===== src/rtl/riscv_wb_commit.sv =====
// riscv_wb_commit: writeback result select, registered RF write port, retire counter
// and trap/return redirect FSM that waits out icache stalls before a one-cycle flush.
module riscv_wb_commit #(
  parameter int XLEN = 64,
  parameter int NSRC = 5,
  localparam int SELW = $clog2(NSRC)
) (
  input  logic                 i_riscv_clk,
  input  logic                 i_riscv_rst_n,
  input  logic                 i_riscv_wb_valid,
  input  logic [SELW-1:0]      i_riscv_wb_resultsrc,
  input  logic [NSRC*XLEN-1:0] i_riscv_wb_srcdata,
  input  logic [XLEN-1:0]      i_riscv_wb_csrout,
  input  logic                 i_riscv_wb_iscsr,
  input  logic                 i_riscv_wb_regwrite,
  input  logic [4:0]           i_riscv_wb_rdaddr,
  input  logic                 i_riscv_wb_gototrap,
  input  logic [1:0]           i_riscv_wb_returnfromtrap,
  input  logic                 i_riscv_wb_icache_stall,
  output logic [XLEN-1:0]      o_riscv_wb_rddata,
  output logic [4:0]           o_riscv_wb_rdaddr,
  output logic                 o_riscv_wb_regwrite,
  output logic [1:0]           o_riscv_wb_pcsel,
  output logic                 o_riscv_wb_flush,
  output logic [XLEN-1:0]      o_riscv_wb_instret,
  output logic                 o_riscv_wb_busy
);
  typedef enum logic [1:0] {S_IDLE, S_WAIT, S_FIRE} state_t;
  localparam logic [SELW:0] NSRC_W = NSRC[SELW:0];
  state_t          r_state, w_next;
  logic [1:0]      r_pend_sel;
  logic [XLEN-1:0] r_rddata, r_instret;
  logic [4:0]      r_rdaddr;
  logic            r_regwrite;
  logic [XLEN-1:0] w_src [NSRC];
  logic [XLEN-1:0] w_data;
  logic            w_commit, w_ret, w_event, w_write;
  logic [1:0]      w_code;
  for (genvar k = 0; k < NSRC; k++) begin : g_src
    assign w_src[k] = i_riscv_wb_srcdata[k*XLEN +: XLEN];
  end
  assign w_data   = i_riscv_wb_iscsr ? i_riscv_wb_csrout :
                    ({1'b0, i_riscv_wb_resultsrc} < NSRC_W) ? w_src[i_riscv_wb_resultsrc] : '0;
  assign w_commit = i_riscv_wb_valid & (r_state == S_IDLE);
  assign w_ret    = (i_riscv_wb_returnfromtrap == 2'b01) | (i_riscv_wb_returnfromtrap == 2'b10);
  assign w_event  = w_commit & (i_riscv_wb_gototrap | w_ret);
  assign w_write  = w_commit & i_riscv_wb_regwrite & ~i_riscv_wb_gototrap & (i_riscv_wb_rdaddr != 5'd0);
  // trap wins over a simultaneous return
  assign w_code   = i_riscv_wb_gototrap ? 2'b01 : (i_riscv_wb_returnfromtrap == 2'b01) ? 2'b10 : 2'b11;
  always_comb begin
    w_next = r_state;
    case (r_state)
      S_IDLE:  w_next = w_event ? (i_riscv_wb_icache_stall ? S_WAIT : S_FIRE) : S_IDLE;
      S_WAIT:  w_next = i_riscv_wb_icache_stall ? S_WAIT : S_FIRE;
      default: w_next = S_IDLE;
    endcase
  end
  always_ff @(posedge i_riscv_clk or negedge i_riscv_rst_n) begin
    if (!i_riscv_rst_n) begin
      r_state    <= S_IDLE;
      r_pend_sel <= 2'b00;
      r_rddata   <= '0;
      r_rdaddr   <= 5'd0;
      r_regwrite <= 1'b0;
      r_instret  <= '0;
    end else begin
      r_state    <= w_next;
      r_regwrite <= w_write;
      if (w_event) r_pend_sel <= w_code;
      if (w_write) begin
        r_rddata <= w_data;
        r_rdaddr <= i_riscv_wb_rdaddr;
      end
      if (w_commit & ~i_riscv_wb_gototrap) r_instret <= r_instret + 1'b1;
    end
  end
  assign o_riscv_wb_rddata   = r_rddata;
  assign o_riscv_wb_rdaddr   = r_rdaddr;
  assign o_riscv_wb_regwrite = r_regwrite;
  assign o_riscv_wb_instret  = r_instret;
  assign o_riscv_wb_flush    = r_state == S_FIRE;
  assign o_riscv_wb_pcsel    = (r_state == S_FIRE) ? r_pend_sel : 2'b00;
  assign o_riscv_wb_busy     = r_state != S_IDLE;
endmodule


===== config.mk =====
export PLATFORM = sky130hd
export DESIGN_NAME = riscv_wb_commit
export DESIGN_NICKNAME = d
export VERILOG_FILES = /design/src/rtl/riscv_wb_commit.sv
export SDC_FILE = /design/constraint.sdc
export NUM_CORES = 1
export LEC_CHECK = 0
export CELL_PAD_IN_SITES_DETAIL_PLACEMENT = 0
export CELL_PAD_IN_SITES_GLOBAL_PLACEMENT = 1
export CORE_AREA = 3 3 209 211
export DETAILED_ROUTE_END_ITERATION = 10
export DIE_AREA = 0 0 212 214
export MAX_ROUTING_LAYER = met4
export PLACE_DENSITY_LB_ADDON = 0.1
export SYNTH_ARGS = -nofsm -noshare
export SYNTH_HDL_FRONTEND = slang
export SYNTH_SLANG_ARGS = --single-unit

===== constraint.sdc =====
create_clock -name i_riscv_clk -period 2 [get_ports i_riscv_clk]
set_input_delay 0.4 -clock i_riscv_clk [delete_from_list [all_inputs] [get_ports i_riscv_clk]]
set_output_delay 0.4 -clock i_riscv_clk [all_outputs]
set_load 0.01 [all_outputs]

# Word-level counts from Yosys, hierarchy flattened
# Cells that the tools add are included.
# word_totals
reg_bits	138
in_bits	401
output_inout_bits	138
word_cells	37
# op_classes
addsub	1
n_lt_le_gt_ge	2
n_eq_ne	4
muxes	11
n_bitwise	10
n_reduce_logical	3
# ops
operator	count
$mux W64	4
$bmux W64 S3	1
$add A64 B1 Y64 const B	1
$mux W2	4
$and A1 B1 Y1	6
$reduce_bool A5 Y1	1
$eq A2 B1 Y1 const B	2
$eq A2 B2 Y1 const B	2
$ge A4 B4 Y1 const B	1
$not A3 Y4	1
$pmux W2 S2	1
$lt A3 B3 Y1 const B	1
$logic_not A2 Y1	1
$or A1 B1 Y1	2
$reduce_bool A2 Y1	1
$mux W1	1
$not A1 Y1	1

# Longest topological paths before layout
# Gate-level depths: netlist of run 1.
# logic_depth
ltp_word	6
depth_mapped	8
depth_no_buf	5

# Worst setup path after synthesis of run 1
# Ideal clock, no wire load.
# synth_path
kind	input -> register
from	input i_riscv_wb_resultsrc[0]
to	register r_rddata[27] (netlist: o_riscv_wb_rddata[27])
setup_time_ps	137
t_arrival_ps	1950
required_ps	1863
path_slack_ps	-87
stages	5
n_path_buf	1
path_cell_list	clkbuf_1 -> mux4_2 -> mux2_2 -> a22oi_1 -> a21oi_1
# synth_between
elab_chain_cells	6
word_cells_on_any_way	7
# synth_rtl
item	line	text
start, declared	11	input logic [SELW-1:0] i_riscv_wb_resultsrc,
$not A3 Y4 (not written as such)	43	({1'b0, i_riscv_wb_resultsrc} < NSRC_W) ? w_src[i_riscv_wb_resultsrc] : '0;
$bmux W64 S3	43	
$mux W64 (not written as such) (2 in series)	43	
$mux W64 *	43	
$mux W64 *	42	assign w_data = i_riscv_wb_iscsr ? i_riscv_wb_csrout :
end signal, assigned	71	r_rddata <= w_data;
end, declared	32	logic [XLEN-1:0] r_rddata, r_instret;
# Every way passes the cells marked *; elsewhere a longest branch is shown, timed or not. The select of a mux whose other input is x is not followed.
# A chain may end at the register's enable or synchronous reset.

# Final worst setup path of run 1
# layout_path
from	register r_instret[16] (netlist: o_riscv_wb_instret[16])
to	register r_instret[33] (netlist: o_riscv_wb_instret[33])
# layout_between
elab_chain_cells	1
# layout_rtl
item	line	text
start, declared	32	
start signal, assigned	74	if (w_commit & ~i_riscv_wb_gototrap) r_instret <= r_instret + 1'b1;
$add A64 B1 Y64	74	
# No other way between the ends.

==> results of run 1 <==
[cell families after synthesis]
logic type,after synthesis
compound gates,134
xor+xnor,63
fa+ha+maj,2
buf+inv,64
flops,138
mux,134
simple gates,210
[worst reg2reg max path, delay by kind of cell (launching register included)]
family        cells  cell delay [ps]
xor+xnor          1              150
buf+inv           1              170
flops             1              380
simple gates      4             1190
[cell usage after synthesis (3+ instances only)]
library cell and count:
nand4_1 20, xnor2_1 31, a21oi_1 65, xor2_1 32, inv_1 11, nor3_1 10, and3_1 8, a22oi_1 65
nor4_1 10, clkbuf_1 39, and2_1 3, nand3_1 19, mux4_2 64, and4_1 8, buf_2 9, nand2_1 31
buf_1 4, nor2_1 89, mux2_2 70, dfrtp_1 138
[what timing repair did]
action                                  CTS  global route
gates resized for setup                  10            27
hold buffers                              1             0
setup buffers                             5             8
hold endpoints to repair                 31             0
endpoints found under the setup margin   21            25
pin swaps                                 5             7
[through the flow]
stage               hold WS, ps  area [µm²]   util  setup slack (ps)  std cells
finish                      329       16000  0.382              24.4       1929
global route                317       16000  0.382             -66.1       1929
CTS                         444       15800  0.377              10.7       1904
detailed placement          325       15200  0.362              -540       1867
global placement            323       15200  0.362              -502       1867
floorplan                   104        8430      -             -62.5        745
[report_power, final]
group          internal [mW]  switching [mW]  leakage (nW)
combinational           2.17            1.43          4.49
clock                   1.82            1.26         0.281
sequential              3.25           0.315          1.71
total                   7.25            3.00          6.48
[registers in the layout (all words and copies together), names as in the netlist]
register             cells
o_riscv_wb_rdaddr        5
o_riscv_wb_rddata       64
o_riscv_wb_instret      64
r_state                  2
r_pend_sel               2
o_riscv_wb_regwrite      1
[cell type report]
class	instances	area, µm²
diodes	17	42.5
clock buffers	19	433
clock inverters	12	125
fillers	4131	25900
inverters	11	41.3
multi-input cells	543	4840
flip-flops and latches	138	3460
well taps	539	674
repair buffers	650	6420
[path summary, 6_finish.rpt]
check	start	end	slack, ps	depth (start not counted)
min in group asynchronous	i_riscv_rst_n	o_riscv_wb_instret[19]	450	2
max reg2reg	o_riscv_wb_instret[16]	o_riscv_wb_instret[33]	20	6
max	o_riscv_wb_instret[16]	o_riscv_wb_instret[33]	20	6
min	i_riscv_wb_gototrap	r_pend_sel[0]	330	3
max in group asynchronous	i_riscv_rst_n	o_riscv_wb_instret[48]	940	3
min reg2reg	o_riscv_wb_instret[63]	o_riscv_wb_instret[63]	480	1
[per-layer routing]
metal,share of wire,vias to the layer above,global-route usage
li1,-,4074,-
met1,0.40,4260,0.232
met2,0.52,295,0.341
met3,0.070,25,0.0628
met4,0.013,0,0.0476
met5,0,-,-
==> summary.md, run 1 <==
| Metric | Value |
|---|---|
| Status | `finished clean` |
| Final worst path period need | `1980 ps` |
| Clock Tree Root | `clkbuf_16` |
| First-pass GRT wire length | `64,300 µm` |
| Max_cap viols | `0` |
| Share of the synthesized area in the top cell type | `0.410` |
| Hold Crit Class | `in -> reg` |
| Post-synth ARST share | `1.00` |
| Largest family of logic cells by synthesized area | `multiplexers` |
| Worst skew pair latency | `420 ps` |
| Starting Density | `0.201` |
| CP required | `2340 ps` |
| DR WL/cell | `23.3 µm` |
| Area Growth Syn to Fin | `90.1%` |
| Total Power | `10.3 mW` |
| Synth Area in XOR/XNOR | `0.0654` |
| Leakage | `6.48 nW` |
| Total number of vias | `8,654` |
| Ranking of synthesized cells by area | `dfrtp_1 (41%), mux4_2 (17%), mux2_2 (9.3%)` |
| Overflow after GRT | `0` |
| HPWL after DPL | `37,900 µm` |
| Clock Tree Buf Depth | `2` |
| Yosys warns | `0` |
| # nets final | `1,764` |
| Gr usage total | `0.201` |
| Pwr dens | `640 mW/mm²` |
| Die area | `0.0454 mm²` |
| Clock Skew | `7.94 ps` |
| H-Tree Level Count | `4` |
| Drt total wl | `44,900 µm` |
| Post-Syn Area | `0.00843 mm²` |
| Post-synth EDFFs | `0` |
| Worst VDD drop | `0.565 mV` |
| Synth Area in Compound Gates | `0.101` |
| Post-Synth Adder-Cell Area | `0.00297` |
| Final setup viols | `0` |
| Post-synthesis mux area share | `0.264` |
| Row count | `75` |
| Post-Syn Nets | `1,148` |
| Unrepaired setup endpoints after global routing | `yes` |
| CP Cell Sequence | `nand4_4, or4_4, nor4_4, buf_12, and3_4, xor2_1` |
| CP peak stage delay | `520 ps` |
| Leading area contributor after synthesis | `dfrtp_1` |
| Clk slew on worst S/H paths | `60 ps` |
| Crit Path Max Fanout | `8` |
| Initial antenna violation count | `18` |
| Post-Synthesis Cells | `745` |
| Worst-Margin Slew | `413 ps` |
| CTS tree | `built` |
| Register area share after synthesis | `0.410` |
| Setup TNS | `0 ps` |
| WS Path Type | `reg -> reg` |
| Slew headroom | `0.722` |
| Via density | `4.49` |
| CTS sink count | `138` |
| Die Wd | `212 µm` |
| Vias in the first global route | `9,332` |
| Num CTS Buffers | `17` |
| Most frequent cells in the layout | `clkdlybuf4s50_1 (527), dfrtp_1 (136), buf_4 (94)` |
| Nature of the critical path startpoint | `register` |
| Port Buffer Count | `538` |
| Final Cycle Share | `0.988` |
| Worst Setup End Kind | `register` |
| Syn_area_per_cell | `11.3 µm²` |
| Core area | `0.0419 mm²` |
| Io pins | `539` |
| Routability cong. | `0.881` |
| Slew Limit Fails | `0` |
| Commonest non-fill, non-tap cell in the layout | `clkdlybuf4s50_1` |
| Layout cells sized above 1 | `0.225` |
| Detailed-route DRC error count | `0` |
| Arrival time of the worst setup path | `2310 ps` |
| Top cell family by delay on the critical path | `simple AND/OR/NAND/NOR gates` |
| Largest net degree at the start of global routing | `47` |
| Synth Flop Type | `dfrtp_1` |
| Simple-gate portion of the synthesized area | `0.127` |
| Drt first-iter violations | `363` |
| Fmax | `506 MHz` |
| Worst path bufs/invs | `1` |
| DRT Pass-1 Iters | `5` |
| DIE HEIGHT | `214 µm` |
| Final hold vios | `0` |
| CP max stage cell | `or4_4` |
| Seq cells post-synth | `138` |
| Number of distinct library cells after synthesis | `36` |
| Antenna Nets Post-Route | `0` |
No activity file was read; power rests on OpenSTA's default activity.
==> run 2, diff against run 1 <==
--- a/config.mk
+++ b/config.mk
@@ -8,6 +8,8 @@
 export CELL_PAD_IN_SITES_DETAIL_PLACEMENT = 0
 export CELL_PAD_IN_SITES_GLOBAL_PLACEMENT = 1
 export CORE_AREA = 3 3 209 211
+export CTS_CLUSTER_DIAMETER = 120
+export CTS_CLUSTER_SIZE = 16
 export DETAILED_ROUTE_END_ITERATION = 10
 export DIE_AREA = 0 0 212 214
 export MAX_ROUTING_LAYER = met4
==> results of run 2 <==
Same layout as run 1: the final DEF is identical, and so are final timing and power.
==> run 3, diff against run 2 <==
--- a/config.mk
+++ b/config.mk
@@ -8,8 +8,8 @@
 export CELL_PAD_IN_SITES_DETAIL_PLACEMENT = 0
 export CELL_PAD_IN_SITES_GLOBAL_PLACEMENT = 1
 export CORE_AREA = 3 3 209 211
-export CTS_CLUSTER_DIAMETER = 120
-export CTS_CLUSTER_SIZE = 16
+export CTS_CLUSTER_DIAMETER = 200
+export CTS_CLUSTER_SIZE = 28
 export DETAILED_ROUTE_END_ITERATION = 10
 export DIE_AREA = 0 0 212 214
 export MAX_ROUTING_LAYER = met4
==> results of run 3 <==
Same layout as run 1: the final DEF is identical, and so are final timing and power.
